File: src/rtl/pwm_cmp_bank.sv
// ---------------------------------------------------------------------------
// pwm_cmp_bank
//   Multi-channel PWM comparator bank driven by one shared prescaled counter.
//   Each channel holds start/end compare shadows (preloaded on the update
//   event or refreshed every cycle), produces registered eq/gt compare flags,
//   a windowed PWM output with polarity and wrap-around support, and a sticky
//   match flag. irq_o is the OR of all sticky flags.
//
// Ports
//   clk_psc_i           prescaler clock (single domain)
//   rst_n_i             asynchronous active-low reset
//   cnt_i               shared counter value
//   update_event_i      counter overflow / update event, 1-cycle pulse
//   cmp_start_i         start values, channel k at [k*WIDTH +: WIDTH]
//   cmp_end_i           end values, same packing
//   preload_en_i        1: shadow loads on update event only, 0: every cycle
//   ch_en_i             channel enable
//   pol_i               1: pwm_o is active-low
//   flag_clr_i          clear pulse for match_flag_o
//   cnt_eq/gt_cmp_*_o   registered compare flags against the shadows
//   pwm_o               registered PWM outputs
//   match_flag_o        sticky start/end match seen while running
//   irq_o               registered OR of match flags
//
// There is no valid/ready handshake in this block; every input is sampled
// on every clock edge and every output is a flop.
// ---------------------------------------------------------------------------
module pwm_cmp_bank #(
  parameter int CH_NUM = 16,
  parameter int WIDTH  = 16
) (
  input  logic                    clk_psc_i,
  input  logic                    rst_n_i,
  input  logic [WIDTH-1:0]        cnt_i,
  input  logic                    update_event_i,
  input  logic [CH_NUM*WIDTH-1:0] cmp_start_i,
  input  logic [CH_NUM*WIDTH-1:0] cmp_end_i,
  input  logic [CH_NUM-1:0]       preload_en_i,
  input  logic [CH_NUM-1:0]       ch_en_i,
  input  logic [CH_NUM-1:0]       pol_i,
  input  logic [CH_NUM-1:0]       flag_clr_i,
  output logic [CH_NUM-1:0]       cnt_eq_cmp_start_o,
  output logic [CH_NUM-1:0]       cnt_gt_cmp_start_o,
  output logic [CH_NUM-1:0]       cnt_eq_cmp_end_o,
  output logic [CH_NUM-1:0]       cnt_gt_cmp_end_o,
  output logic [CH_NUM-1:0]       pwm_o,
  output logic [CH_NUM-1:0]       match_flag_o,
  output logic                    irq_o
);

  typedef enum logic [1:0] {
    ST_DIS = 2'd0,
    ST_ARM = 2'd1,
    ST_RUN = 2'd2
  } ch_state_t;

  // Per-channel FSM state; this array is the observation point for checkers.
  ch_state_t        state_q [CH_NUM];
  ch_state_t        state_d [CH_NUM];

  logic [WIDTH-1:0] start_sh_q [CH_NUM];
  logic [WIDTH-1:0] end_sh_q   [CH_NUM];

  logic [CH_NUM-1:0] active;
  logic [CH_NUM-1:0] match_now;
  logic [CH_NUM-1:0] flag_d;

  // Next-state logic. A low enable always wins, including over an update
  // event in the same cycle. ARM waits for the period boundary so that a
  // channel never emits a partial first pulse.
  always_comb begin
    for (int k = 0; k < CH_NUM; k++) begin
      state_d[k] = state_q[k];
      if (!ch_en_i[k]) begin
        state_d[k] = ST_DIS;
      end else begin
        case (state_q[k])
          ST_DIS:  state_d[k] = ST_ARM;
          ST_ARM:  state_d[k] = update_event_i ? ST_RUN : ST_ARM;
          ST_RUN:  state_d[k] = ST_RUN;
          default: state_d[k] = ST_DIS;
        endcase
      end
    end
  end

  // Window decode against the shadows. start > end means the window wraps
  // through zero; start == end is an empty window (0% duty).
  always_comb begin
    active    = '0;
    match_now = '0;
    for (int k = 0; k < CH_NUM; k++) begin
      if (start_sh_q[k] < end_sh_q[k]) begin
        active[k] = (cnt_i >= start_sh_q[k]) && (cnt_i < end_sh_q[k]);
      end else if (start_sh_q[k] > end_sh_q[k]) begin
        active[k] = (cnt_i >= start_sh_q[k]) || (cnt_i < end_sh_q[k]);
      end else begin
        active[k] = 1'b0;
      end
      match_now[k] = (state_q[k] == ST_RUN) &&
                     ((cnt_i == start_sh_q[k]) || (cnt_i == end_sh_q[k]));
    end
  end

  // A new match on the same cycle as a clear keeps the flag set.
  always_comb begin
    flag_d = match_now | (match_flag_o & ~flag_clr_i);
  end

  always_ff @(posedge clk_psc_i or negedge rst_n_i) begin
    if (!rst_n_i) begin
      for (int k = 0; k < CH_NUM; k++) begin
        state_q[k]    <= ST_DIS;
        start_sh_q[k] <= '0;
        end_sh_q[k]   <= '0;
      end
      cnt_eq_cmp_start_o <= '0;
      cnt_gt_cmp_start_o <= '0;
      cnt_eq_cmp_end_o   <= '0;
      cnt_gt_cmp_end_o   <= '0;
      pwm_o              <= '0;
      match_flag_o       <= '0;
      irq_o              <= 1'b0;
    end else begin
      for (int k = 0; k < CH_NUM; k++) begin
        state_q[k] <= state_d[k];
        if (!preload_en_i[k] || update_event_i) begin
          start_sh_q[k] <= cmp_start_i[k*WIDTH +: WIDTH];
          end_sh_q[k]   <= cmp_end_i[k*WIDTH +: WIDTH];
        end
        cnt_eq_cmp_start_o[k] <= (cnt_i == start_sh_q[k]);
        cnt_gt_cmp_start_o[k] <= (cnt_i >  start_sh_q[k]);
        cnt_eq_cmp_end_o[k]   <= (cnt_i == end_sh_q[k]);
        cnt_gt_cmp_end_o[k]   <= (cnt_i >  end_sh_q[k]);
        // Gating with the live enable makes the output idle on the edge that
        // sees the enable drop, not one cycle later.
        pwm_o[k] <= ((state_q[k] == ST_RUN) && ch_en_i[k] && active[k]) ^ pol_i[k];
      end
      match_flag_o <= flag_d;
      irq_o        <= |flag_d;
    end
  end

endmodule

File: config.mk
export PLATFORM = sky130hd
export DESIGN_NAME = pwm_cmp_bank
export DESIGN_NICKNAME = d
export VERILOG_FILES = /design/src/rtl/pwm_cmp_bank.sv
export SDC_FILE = /design/constraint.sdc
export NUM_CORES = 2
export LEC_CHECK = 0
export BUFFER_PORTS_ARGS = -buffer_cell sky130_fd_sc_hd__buf_4
export CAP_MARGIN = 40
export CELL_PAD_IN_SITES_DETAIL_PLACEMENT = 1
export CELL_PAD_IN_SITES_GLOBAL_PLACEMENT = 1
export CORE_MARGIN = 2
export CORE_UTILIZATION = 30
export CTS_CLUSTER_DIAMETER = 40
export DETAILED_ROUTE_END_ITERATION = 6
export PLACE_DENSITY = 0.7
export RECOVER_POWER = 25
export SYNTH_ARGS = -nofsm -noshare
export SYNTH_HDL_FRONTEND = slang
export SYNTH_SLANG_ARGS = --single-unit
File: constraint.sdc
create_clock -name clk_psc_i -period 2.2 [get_ports clk_psc_i]
set_clock_uncertainty 0.1 [all_clocks]
set_input_delay 0.55 -clock clk_psc_i [delete_from_list [all_inputs] [get_ports clk_psc_i]]
set_output_delay 0.55 -clock clk_psc_i [all_outputs]
set_load 0.05 [all_outputs]
Word level (Yosys, flattened, before mapping)
Cells that the tools add are included.

Register bits: 641. Input bits: 595. Output and inout port bits: 97.

Order comparisons: 96. Equal/unequal tests: 64. Muxes and demuxes: 65. Bitwise logic cells: 19. Reductions and logical operators: 145.

Operators with widths (number): 16-bit > comparator (48); 16-bit equality test (32); 16-bit less-than comparator (32); 16-bit greater-or-equal comparator (16); 2-bit case mux with 3 select lines (16); 1-bit logical AND (64); 1-bit logical OR (48); 2-bit 2-to-1 mux (17); 2-bit by 1-bit equality test with 1-bit output (second input constant) (16); 2-bit equality test (second input constant) (16); 2-bit logical NOT (16); 1-bit 2-to-1 mux (32); 16-bit bitwise AND (1); 1-bit logical NOT (16); 16-bit NOT (1); 16-bit OR (1); 16-bit OR reduction (1); 1-bit bitwise XOR (16).

Logic depth before layout (Yosys ltp)
Depth after elaboration: 6. Gate-level depth with buffers: 9.

Worst setup path after synthesis
OpenSTA, ideal clock, no wires.

Kind: input to register. From: in cnt_i[0]. To: reg pwm_o[0]. Data arrival time: 2.430 ns. Path slack: -0.410 ns. Stages on the path: 8. Path through: inv_1 -> ha_1 -> nand4_1 -> nor2_1 -> nor4_1 -> a211oi_2 -> o211ai_2 -> xnor2_1.

Longest elaborated chain between the ends: 6. Elaborated cells between the ends (all ways): 8. Classes of those cells: order compare: 2; mux: 2; bitwise: 1; reduce/logical: 3.

RTL lines: start, declared (line 34) `input logic [WIDTH-1:0] cnt_i,`; 16-bit greater-or-equal comparator / 16-bit less-than comparator (equally long branches) (line 94, 96); 1-bit logical OR (line 96) `active[k] = (cnt_i >= start_sh_q[k]) || (cnt_i < end_sh_q[k]);`; 1-bit 2-to-1 mux (line 95) `end else if (start_sh_q[k] > end_sh_q[k]) begin`; 1-bit 2-to-1 mux (*) (line 93) `if (start_sh_q[k] < end_sh_q[k]) begin`; 1-bit logical AND (*) (line 137) `pwm_o[k] <= ((state_q[k] == ST_RUN) && ch_en_i[k] && active[k]) ^ pol_i[k];`; 1-bit bitwise XOR (*) (line 137); end signal, assigned by index (line 137); end, declared (line 46) `output logic [CH_NUM-1:0] pwm_o,`.

Every way passes the cells marked *; elsewhere a longest branch is shown, timed or not. A chain may end at the register's enable or synchronous reset.

Worst setup path after layout
From: reg start_sh_q[58] (netlist bit). To: reg pwm_o[12].

Longest elaborated chain between the ends: 6. Elaborated cells between the ends (all ways): 9. Classes of those cells: order compare: 3; mux: 2; bitwise: 1; reduce/logical: 3.

RTL lines: start, declared (line 61) `logic [WIDTH-1:0] start_sh_q [CH_NUM];`; start signal, assigned by index (line 128) `start_sh_q[k] <= cmp_start_i[k*WIDTH +: WIDTH];`; 16-bit greater-or-equal comparator (line 94, 96); 1-bit logical OR (line 96); 1-bit 2-to-1 mux (line 95); 1-bit 2-to-1 mux (*) (line 93); 1-bit logical AND (*) (line 137); 1-bit bitwise XOR (*) (line 137).

Marks and branches as above.

==> impl_metrics.ini <==
[place]
placement.cell_area_sq_um = 53700
place.port_buffers = 691
detailedPlacementHpwl_um = 146000
gp_congestion = 0.887

[power]
leakagePower_nw = 32.8
ir_drop_mv = 0.504
p_per_area_nw_per_um2 = 740
total_power_mw = 49.2

[clock_network]
worst_skew_pair.late_latency_ns = 0.79
path_clk_slew_ns = 0.05
cts-htree-levels = 4
max-clock-path-buffers = 3
cts-buffers-inserted = 139
cts_root_buf = clkbuf_16
tritoncts_num_sinks = 641
cts_tree = built

[route]
drt-total-wl_um = 213000
ant_nets = 0
drt-initial-drc-count = 2852
vias_per_cell = 5.28
route.detailed.drc = 0
drt_pass1_iterations = 6
num_vias = 44300
route.detailed.wl_per_inst_um = 25.3

[synth]
yosys_register_bits = 641
synthArstFlopShare = 1.00
synthDominantCellAreaShare = 0.389
synthesis.area_sq_um = 41200
synthDistinctLibCells = 44
synth-main-ff-cell = dfrtp_1
netlist_top_cells_area = dfrtp_1 39%, ha_1 23%, o21ai_0 7.7%
synth_fp_nets = 5905
yosysWarnings = 0
biggest_area_consumer_among_synthesized_cells = dfrtp_1
synth_edf_count = 0
syn-instance-count = 4542
synthesis.area_per_instance_sq_um = 9.07
sequential_fraction_of_the_synthesis_area = 0.389

[grt]
grt_first_pass_wirelength_um = 312000
grt_remaining_overflow = 0
grt_usage = 0.295
grt_start_max_net_pins = 71
initial_antenna_violation_count = 18
first_global_vias = 49600

[timing]
fin_crit_sh = 1.21
worst-slew-pin-transition_ns = 1.25
unrepaired_setup_endpoints_after_global_routing = true
worst_hold_slack_ns = 0.0675
timing.fmax_ghz = 0.377
final_hold_viol_count = 0
finalWorstPathRequiredPeriod_ns = 2.66
report.final.slew_viol_count = 0
timing.slew.headroom = 0.169
finalWorstSetupSlack_ns = -0.455
finalSetupTns_ns = -10.19
setup_violations = 143

[die]
dieHeight_um = 375
start_util = 0.303
core_area_sq_um = 136000
fp.dieArea_sq_um = 140000
pin_count = 692
floorplan.rows = 135
floorplan.die.width_um = 375

[layout]
final_layout_size_suffix_gt1_frac = 0.304
area_growth_from_synthesis_to_layout_pct = 61.5
finish.utilization = 0.490
final_net_count = 7862
layout.cell_area.non_filler_sq_um = 66500

[worst_setup_path]
cp_top_family = simple AND/OR/NAND/NOR gates
worstSetupPathType = register to register
max_stage_delay_ns = 0.55
setup.worst_path.start_class = register
critPathMaxFanout = 3
worst-endpoint-required_ns = 2.78
worst_setup_ep_type = register
cpMaxStageDelayCell = or4_4
cells_along_the_critical_path = inv_2, ha_4, nand4_1, or4_4, nor2_4, buf_6, nor4_4, a211oi_4, o211ai_2, xnor2_1
timing.critical_path.buf_inv = 2
r2r_setup_slack_ns = -0.46
critical_path_arrival_ns = 3.23

[hold_path]
hp-class = input pin to register

[outcome]
result_of_the_run = finished, violations left
failing_checks = negative setup slack

[run]
timing.max_cap.violations = 0
-- cell families (layout without fill, tap and decap cells) --
family	count (synthesis)	after routing	share of synthesized area
XOR/XNOR	16	16	0.00340
AND/OR/NAND/NOR	1220	1220	0.145
AO/OA/AOI/OAI	1211	1211	0.164
buffers and inverters	670	2743	0.0610
other	0	10	0
multiplexers	16	16	0.00437
flip-flops	641	641	0.389
adder cells (fa/ha/maj)	768	768	0.233
-- sequential cells by signal (all words and copies together), names as in the netlist --
register	flops
start_sh_q	256
cnt_eq_cmp_end_o	16
end_sh_q	256
pwm_o	16
cnt_gt_cmp_start_o	16
state_q	32
cnt_gt_cmp_end_o	16
match_flag_o	16
cnt_eq_cmp_start_o	16
irq_o	1
-- worst register-to-register path, stage by stage, from the launching register on --
cell and delay (ns):
dfrtp_1 0.45, inv_2 0.09, ha_4 0.27, nand4_1 0.11, or4_4 0.55, nor2_4 0.14
buf_6 0.13, nor4_4 0.06, a211oi_4 0.30, o211ai_2 0.15, xnor2_1 0.21
-- synthesized netlist by cell type, types with 4 or more instances --
| library cell | n |
|---|---|
| xnor2_1 | 16 |
| nand4_1 | 71 |
| a211oi_2 | 13 |
| o211ai_2 | 15 |
| o211a_1 | 15 |
| and4_1 | 76 |
| a22oi_1 | 12 |
| o221ai_1 | 15 |
| or2_1 | 12 |
| nor4_1 | 20 |
| o211ai_1 | 20 |
| nand3_1 | 63 |
| inv_1 | 555 |
| or4_1 | 4 |
| or4_4 | 12 |
| clkbuf_1 | 115 |
| a311oi_1 | 12 |
| nor2_1 | 67 |
| nand2b_1 | 16 |
| ha_1 | 768 |
| nand3b_1 | 15 |
| and3b_1 | 16 |
| a22o_1 | 15 |
| nor3_1 | 34 |
| o21ai_0 | 634 |
| a21oi_1 | 398 |
| nor3b_1 | 16 |
| and2_0 | 14 |
| dfrtp_1 | 641 |
| nand2_1 | 719 |
| nor2b_1 | 38 |
| o21a_1 | 50 |
| and2b_1 | 12 |
| mux2_2 | 16 |
| nand4_2 | 12 |
-- per-layer routing --
layer / vias to the layer above / wire, um / part of all wire / GRT usage
li1: 19800 / - / - / -
met1: 22100 / 88100 / 0.41 / 0.363
met2: 1750 / 98900 / 0.46 / 0.489
met3: 701 / 11400 / 0.054 / 0.0493
met4: 8 / 14500 / 0.068 / 0.169
met5: - / 38 / 0.00018 / 0
-- timing repair --
action / CTS / global route
endpoints found under the setup margin: 33 / 44
hold buffers: 555 / 0
setup buffers: 32 / 27
pin swaps: 127 / 95
resized for setup: 226 / 161
hold endpoints to repair: 703 / 0
-- report_power, final --
group / internal [mW] / leakage (nW) / switching (mW)
registers: 12.8 / 7.75 / 0.658
logic: 5.69 / 22.6 / 7.03
clock network: 14.8 / 2.44 / 8.27
total: 33.2 / 32.8 / 16.0
-- per-stage QoR --
stage | setup WS (ns) | instances
2_1_floorplan | -0.253 | 4542
3_3_place_gp | -1.11 | 7528
3_5_place_dp | -1.10 | 7528
4_1_cts | -0.244 | 8372
5_1_grt | -0.493 | 8405
6_report | -0.455 | 8406
-- cell usage in the layout, fill, tap and decap left out, types with 50 or more instances in the layout --
cell type / n
buf_4: 1277
nand2_1: 719
ha_1: 678
dfrtp_1: 628
o21ai_0: 597
dlygate4sd3_1: 555
inv_1: 474
a21oi_1: 373
clkbuf_16: 139
ha_4: 90
inv_2: 80
nand4_1: 71
and4_1: 66
nand3_1: 63
nor2_1: 50
o21a_1: 50
-- final timing paths --
kind                       depth (start not counted)                  end           start
setup reg to reg                                  10            pwm_o[12]  start_sh_q[58]
min in group asynchronous                          2  cnt_eq_cmp_end_o[9]         rst_n_i
hold reg to reg                                    2        end_sh_q[163]   end_sh_q[163]
hold / removal                                     3      match_flag_o[9]   flag_clr_i[9]
setup / recovery                                  10            pwm_o[12]  start_sh_q[58]
max in group asynchronous                          4       start_sh_q[29]         rst_n_i
-- layout make-up --
class | count | area, sq um
Sequential cell | 641 | 16100
Multi-Input combinational cell | 3231 | 24800
Clock buffer | 157 | 3680
Tap cell | 1781 | 2230
Antenna cell | 10 | 25.0
Fill cell | 15300 | 69300
Timing Repair Buffer | 1931 | 16300
Clock inverter | 100 | 1410
Inverter | 555 | 2090
Note: power is estimated with default switching activity, not from simulation.
